**src/rtl/fetch_queue_pkg.sv**
```systemverilog
// Shared types for the two-wide fetch stage.
//   fetch_entry_t : one queued instruction tagged with its byte PC
//   fetch_state_e : fetch sequencer states
package fetch_queue_pkg;

  localparam int unsigned FETCH_WIDTH = 2;
  localparam int unsigned FQ_PC_W     = 7;

  typedef struct packed {
    logic [31:0]        instr;
    logic [FQ_PC_W-1:0] pc;
  } fetch_entry_t;

  typedef enum logic [1:0] {
    ST_IDLE,
    ST_FETCH,
    ST_DONE
  } fetch_state_e;

endpackage

```
**src/rtl/fetch_imem.sv**
```systemverilog
// Byte-addressed instruction memory with one byte write port and a
// combinational two-word big-endian read at raddr_i and raddr_i+4.
//   clk_i            : write clock
//   we_i/waddr_i/wdata_i : byte write port
//   raddr_i          : read byte address (word aligned)
//   word0_o/word1_o  : word(raddr_i), word(raddr_i+4)
module fetch_imem #(
  parameter int unsigned IMEM_BYTES = 128,
  parameter int unsigned PC_W       = 7
) (
  input  logic            clk_i,
  input  logic            we_i,
  input  logic [PC_W-1:0] waddr_i,
  input  logic [7:0]      wdata_i,
  input  logic [PC_W-1:0] raddr_i,
  output logic [31:0]     word0_o,
  output logic [31:0]     word1_o
);

  logic [7:0] mem_q [IMEM_BYTES];

  always_ff @(posedge clk_i) begin
    if (we_i) mem_q[waddr_i] <= wdata_i;
  end

  function automatic logic [31:0] rd_word(input logic [PC_W-1:0] a);
    return {mem_q[a], mem_q[a + PC_W'(1)], mem_q[a + PC_W'(2)], mem_q[a + PC_W'(3)]};
  endfunction

  always_comb begin
    word0_o = rd_word(raddr_i);
    word1_o = rd_word(raddr_i + PC_W'(4));
  end

endmodule

```
**src/rtl/fetch_queue.sv**
```systemverilog
// Two-wide instruction fetch stage feeding decode.
// Fetches word(pc) and word(pc+4) into a circular queue of PC-tagged
// entries and presents the two oldest entries under a ready/valid handshake.
//   clk, rst (async, active-high), start : control
//   imem_we/imem_waddr/imem_wdata        : program load port
//   dec_ready                            : decode pops up to two entries
//   out_valid_*/out_instr_*/out_pc_*     : slot 1 (older), slot 2 (younger)
//   fetch_done, total_instr_count, q_count : status
module fetch_queue
  import fetch_queue_pkg::*;
#(
  parameter int unsigned IMEM_BYTES = 128,
  parameter int unsigned QDEPTH     = 8,
  parameter int unsigned PC_W       = FQ_PC_W
) (
  input  logic                      clk,
  input  logic                      rst,
  input  logic                      start,
  input  logic                      imem_we,
  input  logic [PC_W-1:0]           imem_waddr,
  input  logic [7:0]                imem_wdata,
  input  logic                      dec_ready,
  output logic                      out_valid_1,
  output logic [31:0]               out_instr_1,
  output logic [PC_W-1:0]           out_pc_1,
  output logic                      out_valid_2,
  output logic [31:0]               out_instr_2,
  output logic [PC_W-1:0]           out_pc_2,
  output logic                      fetch_done,
  output logic [31:0]               total_instr_count,
  output logic [$clog2(QDEPTH):0]   q_count
);

  localparam int unsigned PTR_W = $clog2(QDEPTH);
  localparam int unsigned CNT_W = PTR_W + 1;

  fetch_state_e     state_q, state_d;
  logic [PC_W-1:0]  pc_q, pc_d;
  logic [PTR_W-1:0] head_q, head_d, tail_q, tail_d;
  logic [CNT_W-1:0] count_q, count_d, free_slots;
  logic [31:0]      total_q, total_d;
  logic [1:0]       n_push, n_pop;
  logic             at_mem_end;
  logic [31:0]      w1, w2;
  fetch_entry_t     q_mem [QDEPTH];
  fetch_entry_t     ent1, ent2;

  fetch_imem #(
    .IMEM_BYTES(IMEM_BYTES),
    .PC_W      (PC_W)
  ) u_imem (
    .clk_i  (clk),
    .we_i   (imem_we),
    .waddr_i(imem_waddr),
    .wdata_i(imem_wdata),
    .raddr_i(pc_q),
    .word0_o(w1),
    .word1_o(w2)
  );

  always_comb begin
    state_d    = state_q;
    pc_d       = pc_q;
    n_push     = 2'd0;
    free_slots = CNT_W'(QDEPTH) - count_q;
    // Widened compare so pc+8 == IMEM_BYTES is seen before pc would wrap.
    at_mem_end = ({1'b0, pc_q} + (PC_W+1)'(8)) == (PC_W+1)'(IMEM_BYTES);

    unique case (state_q)
      ST_IDLE: if (start) state_d = ST_FETCH;
      ST_FETCH: begin
        if (!start) begin
          state_d = ST_IDLE;
        end else if (free_slots >= CNT_W'(FETCH_WIDTH)) begin
          if (w1 == '0) begin
            state_d = ST_DONE;
          end else if (w2 == '0) begin
            n_push  = 2'd1;
            state_d = ST_DONE;
          end else begin
            n_push = 2'd2;
            if (at_mem_end) state_d = ST_DONE;
            else            pc_d    = pc_q + PC_W'(8);
          end
        end
      end
      ST_DONE: state_d = ST_DONE;
      default: state_d = ST_IDLE;
    endcase

    n_pop = 2'd0;
    if (dec_ready) begin
      if (count_q >= CNT_W'(2)) n_pop = 2'd2;
      else                      n_pop = {1'b0, count_q[0]};
    end

    count_d = count_q + CNT_W'(n_push) - CNT_W'(n_pop);
    head_d  = head_q + PTR_W'(n_pop);
    tail_d  = tail_q + PTR_W'(n_push);
    total_d = total_q + 32'(n_push);
  end

  always_ff @(posedge clk or posedge rst) begin
    if (rst) begin
      state_q <= ST_IDLE;
      pc_q    <= '0;
      head_q  <= '0;
      tail_q  <= '0;
      count_q <= '0;
      total_q <= '0;
    end else begin
      state_q <= state_d;
      pc_q    <= pc_d;
      head_q  <= head_d;
      tail_q  <= tail_d;
      count_q <= count_d;
      total_q <= total_d;
    end
  end

  // Entry storage needs no reset: occupancy alone decides what is valid.
  always_ff @(posedge clk) begin
    if (n_push != 2'd0)
      q_mem[tail_q] <= '{instr: w1, pc: FQ_PC_W'(pc_q)};
    if (n_push == 2'd2)
      q_mem[tail_q + PTR_W'(1)] <= '{instr: w2, pc: FQ_PC_W'(pc_q + PC_W'(4))};
  end

  always_comb begin
    ent1        = q_mem[head_q];
    ent2        = q_mem[head_q + PTR_W'(1)];
    out_valid_1 = (count_q != '0);
    out_valid_2 = (count_q >= CNT_W'(2));
    out_instr_1 = out_valid_1 ? ent1.instr     : '0;
    out_pc_1    = out_valid_1 ? PC_W'(ent1.pc) : '0;
    out_instr_2 = out_valid_2 ? ent2.instr     : '0;
    out_pc_2    = out_valid_2 ? PC_W'(ent2.pc) : '0;
  end

  assign fetch_done        = (state_q == ST_DONE);
  assign total_instr_count = total_q;
  assign q_count           = count_q;

endmodule
```
**config.mk**
```make
export PLATFORM = sky130hd
export DESIGN_NAME = fetch_queue
export DESIGN_NICKNAME = d
export VERILOG_FILES = /design/src/rtl/fetch_queue_pkg.sv /design/src/rtl/fetch_imem.sv /design/src/rtl/fetch_queue.sv
export SDC_FILE = /design/constraint.sdc
export NUM_CORES = 2
export LEC_CHECK = 0
export ABC_CLOCK_PERIOD_IN_PS = 7610
export CAP_MARGIN = 20
export CORE_MARGIN = 5
export CORE_UTILIZATION = 45
export DETAILED_ROUTE_END_ITERATION = 10
export HOLD_SLACK_MARGIN = 0.02
export SLEW_MARGIN = 20
export SYNTH_ARGS = -nofsm -noshare
export SYNTH_HDL_FRONTEND = slang
export SYNTH_SLANG_ARGS = --single-unit
export TNS_END_PERCENT = 5
```
**constraint.sdc**
```tcl
create_clock -name clk -period 7.61 [get_ports clk]
set_input_delay 1.522 -clock clk [delete_from_list [all_inputs] [get_ports clk]]
set_output_delay 1.522 -clock clk [all_outputs]
set_load 0.05 [all_outputs]
```
**Yosys cells after proc, flatten, opt, wreduce, memory -nomap -nowiden**

Memory sizes are Yosys's and may differ from the RTL's.
Cells that the tools add are included.
W data, S select, Z words.

- Mux-type cells: 24
- Bitwise gates (word level): 3
- Eq/ne operators: 7
- Add/sub/neg operators: 17
- Reductions and logical operators: 7
- Magnitude comparators: 2

Operators by type and width:

| operator | count |
|---|---|
| $logic_not A32 Y1 | 2 |
| $mux W32 | 2 |
| $add A32 B2 Y32 | 1 |
| $add A7 B2 Y7 const B | 4 |
| $mux W2 | 13 |
| $add A7 B1 Y7 const B | 2 |
| $mux W7 | 2 |
| $add A7 B4 Y8 const B | 1 |
| $eq A8 B8 Y1 const B | 1 |
| $ge A4 B2 Y1 const B | 2 |
| $add A7 B3 Y7 const B | 1 |
| $add A7 B4 Y7 const B | 1 |
| $add A3 B1 Y3 const B | 2 |
| $add A3 B2 Y3 | 2 |
| $mux W1 | 6 |
| $pmux W2 S3 | 1 |
| $reduce_and A6 Y1 | 1 |
| $ne A5 B5 Y1 const B | 1 |
| $add A4 B2 Y4 | 1 |
| $eq A2 B2 Y1 const B | 2 |
| $reduce_bool A4 Y1 | 1 |
| $sub A4 B2 Y4 | 1 |
| $sub A4 B4 Y4 const A | 1 |
| $ne A3 B3 Y1 const B | 1 |
| 6 further kinds | 8 |

- Logic and storage cells: 68
- Input bits: 20
- Bits in registers: 51
- RAM bits: 1336
- Memories: 2
- Output and inout bits: 117

Memories:

| name | words | width | rd ports | clocked after memory_dff | wr ports | RTL line | text |
|---|---|---|---|---|---|---|---|
| u_imem.mem_q | 128 | 8 | 8 | 0 | 1 | fetch_imem.sv:20 | `logic [7:0] mem_q [IMEM_BYTES];` |
| q_mem | 8 | 39 | 2 | 0 | 2 | fetch_queue.sv:45 | `fetch_entry_t q_mem [QDEPTH];` |

**Longest topological paths before layout**

An unclocked memory read counts as a cell.

- Depth in word-level cells: 12
- Depth in mapped cells: 24
- Gate-level depth less buffers: 17

**Hierarchy**

From an unflattened synthesis, not the netlist that was laid out.

- Cells, all modules: 7874
- Area total of the unflattened synthesis: 104587.8 um^2

Modules (own cells, without submodules):

| module | times used | area an instance (um^2) | seq. area each (um^2) | cells an instance |
|---|---|---|---|---|
| fetch_imem | 1 | 85145.4 | 30749.5 | 6595 |
| fetch_queue | 1 | 19442.4 | 10089.7 | 1279 |

**Worst setup path after synthesis**

OpenSTA, ideal clock, no wires.

- Kind: register -> register
- Start: reg pc_q[4]
- End: mem q_mem[0][10] in the netlist's numbering, enable pin
- Clock period less this slack: 6.812 ns
- Setup slack: 0.798 ns
- Data arrival time: 6.278 ns
- Buffers on the path: 5
- Required time: 7.076 ns
- Stages on the path, launching flop included: 13
- Setup time: 0.534 ns
- Cell sequence: dfrtp_1 buf_6 buf_8 buf_6 buf_6 buf_2 a211oi_1 a2111oi_0 a21oi_2 nand4b_1 or3_4 o21ai_0 o41ai_1

RTL lines:

| element | RTL line | text |
|---|---|---|
| start, declared | fetch_queue.sv:38 | `logic [PC_W-1:0] pc_q, pc_d;` |
| start signal, assigned | fetch_queue.sv:113 | `pc_q <= pc_d;` |
| end, declared | fetch_queue.sv:45 |  |

**Worst setup path after layout**

- Start: reg pc_q[5]
- End: reg total_q[27] (netlist: total_instr_count[27])

- Longest elaborated chain between the ends: 10
- Elaborated cells on any way between the ends: 16
- Those cells by class: add/sub: 8; mux: 5; reduce/logical: 2; memory: 1

RTL lines:

| element | RTL line | text |
|---|---|---|
| $add A7 B3 Y7 | fetch_imem.sv:32 | `word1_o = rd_word(raddr_i + PC_W'(4));` |
| $add A7 B2 Y7 / $add A7 B1 Y7 (equally long branches) | fetch_imem.sv:27 | `return {mem_q[a], mem_q[a + PC_W'(1)], mem_q[a + PC_W'(2)], mem_q[a + PC_W'(3)]};` |
| $mem_v2 Z128 W8 * | - |  |
| $logic_not A32 Y1 | fetch_queue.sv:77 | `end else if (w2 == '0) begin` |
| $mux W2 | fetch_queue.sv:77 |  |
| $mux W2 * | fetch_queue.sv:75 | `if (w1 == '0) begin` |
| $mux W2 * | fetch_queue.sv:74 | `end else if (free_slots >= CNT_W'(FETCH_WIDTH)) begin` |
| $mux W2 * | fetch_queue.sv:72 | `if (!start) begin` |
| $mux W2 * | fetch_queue.sv:69 | `unique case (state_q)` |
| $add A32 B2 Y32 * | fetch_queue.sv:100 | `total_d = total_q + 32'(n_push);` |
| named net total_d[27] | fetch_queue.sv:41 | `logic [31:0] total_q, total_d;` |
| end signal, assigned | fetch_queue.sv:117 | `total_q <= total_d;` |
| end, declared | fetch_queue.sv:41 |  |

Mark *: on every way through the listed nets, which the timed path passes. The rest lies on a longest branch.
A chain may end at the register's enable or synchronous reset.

==> results.md <==
* Largest net degree at the start of global routing at 114
* # H-tree levels at 4
* Reg power frac at 35.5%
* Routed vias/inst at 6.105
* Max frequency at 158.4 MHz
* Dominant synthesized flop cell: edfxtp_1
* Synth Area in Compound Gates at 1.658%
* Worst vdd ir at 0.2284 mV
* EDFF count, synth at 1320
* Cell taking the most area after synthesis: edfxtp_1
* Final antenna-violating net count at 0
* Number of buffers created by CTS at 145
* Placed cell count at 4879
* PortBufs at 132
* Vias at 31420
* Final setup fails at 0
* Overflow after GRT at 0
* Post-synthesis sequential area ratio at 69.13%
* Leakage Power at 22.59 nW
* WL/cell at 31.36 microns
* Vias in the first global route at 32160
* Crit Path Category: flop to flop
* Hold wc startpoint: total_instr_count[31]
* Die width at 372.3 microns
* Final Non-Filler Cells at 5146
* GR met2 Demand/Resource at 37.85%
* Fill count at 10390
* Worst Path Max Fanout at 45
* DR DRC count at 0
* Gpl congestion at 0.8291
* Worst Hold Depth at 1
* Mapped cell area at 59080 sq um
* Multiplexer area fraction after synthesis at 22.15%
* Unrepaired setup endpoints after global routing: no
* Hold EP: total_instr_count[31]
* Critical path arrival at 6.98 ns
* CTS Sinks at 1368
* Pre-antenna DRT Iters at 5
* Synth Instances at 3094
* Met3 Resource Use GR at 4.380%
* Most common cell in the netlist: edfxtp_1
* Global routing met1 resource utilization at 32.99%
* Yosys reg bits at 1368
* Library cells used by synthesis at 66
* Die H at 372.3 microns
* Root Driver: clkbuf_16
* CTS clock-pin slew for the worst setup and hold paths at 0.06 ns
* Status: complete, no violations
* First-pass GRT wire length at 232600 microns
* Skew-Pair Late Insertion Delay at 0.77 ns
* Reg-to-Reg End: total_instr_count[27]
* Synth warn at 0
* Core area at 131000 sq um
* Max_cap viols at 0
* # rows at 133
* Longest Clk Path Bufs at 3
* Final min period at 6.312 ns
* Dpl cell area at 62420 sq um
* Int Pwr at 16.80 mW
* CTS tree: done
* Die area at 138600 sq um
* Combinational Power Share at 38.8%
* Final WS setup at 1.298 ns
* R2R Path Start: pc_q[5]
* Starting Density at 45.11%
* Worst R2R Setup Slack at 1.30 ns
* Worst hold-check path type: flop to flop
* Max-slew violations at 0
* Rel. slew slack at 19.55%
* Layout net count at 3311
* Sw Ratio at 36.87%
* Final Instance Area at 67040 sq um
* PD cells at 396.9 nW/um^2
* IO Pins at 137
* Cts repair resizes at 0
* Synth Area per Inst at 19.09 sq um
* Top post-synthesis cells by count: edfxtp_1 (1320), mux4_2 (390), mux2i_1 (334), nor2_1 (193), nand2_1 (163)
* CP Capture Type: flop
* Setup TNS at 0 ns
* XOR/XNOR Fraction of Synth Area at 0.5782%
* Setup WS pre-CTS at 1.264 ns
* Switching power at 9.810 mW
* Adder-cell share of the synthesized area at 0.4871%
* Initial antenna violation count at 3
* Dominant cells by area after synthesis: edfxtp_1 (67%), mux4_2 (15%), mux2i_1 (5.7%)
* Share of post-route cells with drive strength above 1 at 24.02%
* Postcts setup bufs at 0
* Final hold viol count at 0
* Hold Buf Count CTS at 0
* Critical Path RT at 8.28 ns
* Worst reg2reg path depth at 18
* Worst-Margin Slew at 1.199 ns
* Post-DP HPWL at 102200 microns
* CP Launch Type: flop
* Yosys top cell area share at 67.10%
* GRT Total Usage at 23.39%
* WL final at 161400 microns
* Most crowded layer after global routing: met2
* Largest family of logic cells by synthesized area: multiplexers
* DRC violation total after the first TritonRoute iteration at 3637
* Clock Power Share at 25.8%
* Worst clock skew at 0.02375 ns
* Final Cycle Share at 82.94%
* Area Growth Syn to Fin at 13.48%
* Synth Area in Simple Gates at 3.749%
* Final core utilization at 51.19%
* Async SR Flop Fraction at 3.509%
## flip-flops by register name, indices dropped and copies added, names as in the netlist
signal and flops:
tail_q 3, total_instr_count 32, head_q 3, u_imem.mem_q 1024, pc_q 4, q_count 4
state_q 2, q_mem 296
## layer usage
layer,part of all wire [%],up-vias
met1,42,16890
li1,-,12930
met2,49,1383
met3,7.3,215
met4,2.3,0
met5,0,-
## power groups by stage
| stage | clock [mW] | combinational (mW) | sequential [mW] |
|---|---|---|---|
| floorplan | 0 | 6.77 | 9.34 |
| CTS | 6.97 | 10.4 | 9.44 |
| detailed placement | 0 | 10.3 | 9.60 |
| finish | 6.85 | 10.3 | 9.44 |
| global placement | 0 | 10.2 | 9.57 |
| global route | 7.30 | 10.9 | 9.47 |
## worst max path at each step
stage	startpoint	to	depth (start not counted)
after CTS	pc_q[4]	total_instr_count[27]	18
after floorplan	pc_q[4]	q_mem[0][10]	12
final	pc_q[5]	total_instr_count[27]	18
after global placement	pc_q[4]	total_instr_count[29]	18
after detailed placement	pc_q[4]	total_instr_count[27]	18
after global routing	pc_q[4]	total_instr_count[31]	18
## kinds of logic after synthesis
kind of cell,Yosys count
buffers and inverters,223
and+or+nand+nor,495
other,1
xor gates and xnor gates,39
AOI/OAI and AO/OA,139
muxes,809
DFF,1368
adders and majority gates,20
## cell usage in the layout, fill, tap and decap left out, types with 8 or more instances in the layout
cell and n:
a22oi_1 15, nor2_1 189, xnor2_1 24, nor3_1 8, mux2_1 18, clkinv_1 38
clkbuf_16 148, mux2_2 67, o21ai_1 13, nor4_1 13, xor2_1 13, inv_6 9
buf_4 78, a21oi_1 44, and3_1 8, dfrtp_1 41, ha_1 14, mux4_2 390
nand2b_1 21, nor2b_1 18, inv_1 27, nand3_1 21, nand4_1 21, nand2_1 163
buf_12 16, mux2i_1 333, bufinv_16 11, a22o_1 13, edfxtp_1 1320, clkinv_2 31
clkdlybuf4s50_1 124, clkbuf_1 20
## worst max-delay path, stage by stage (launching register included)
cell      delay, ns
dfrtp_4        0.97
buf_4          0.45
mux4_2         0.35
a22oi_1        0.21
nand2_1        0.45
and4bb_2       0.46
nand4_1        0.30
or4_4          0.57
o211ai_4       0.09
inv_1          0.11
ha_1           0.29
a21oi_1        0.08
nor3b_1        0.29
and2_1         0.23
nand4_1        0.21
or2_2          0.40
nor2_1         0.29
nand3_1        0.14
xnor2_1        0.20
## area by class of cell
type                            count  area [sq um]  share of cell area (%)
Tap cell                         1755          2196                   3.275
Inverter                           30         113.9                  0.1698
Multi-Input combinational cell   1506         17100                   25.51
Sequential cell                  1368         40860                   60.95
Clock buffer                      168          3779                   5.636
Clock inverter                     97         815.8                   1.217
Antenna cell                        2         5.005                0.007465
Timing Repair Buffer              220          2170                   3.236
## through the flow
stage | total power, mW | hold slack, ns
global placement | 19.76 | 0.4762
floorplan | 16.11 | 0.5050
detailed placement | 19.91 | 0.4750
global route | 27.70 | 0.5154
CTS | 26.78 | 0.4831
finish | 26.61 | 0.4807
No activity file was read; power rests on OpenSTA's default activity.
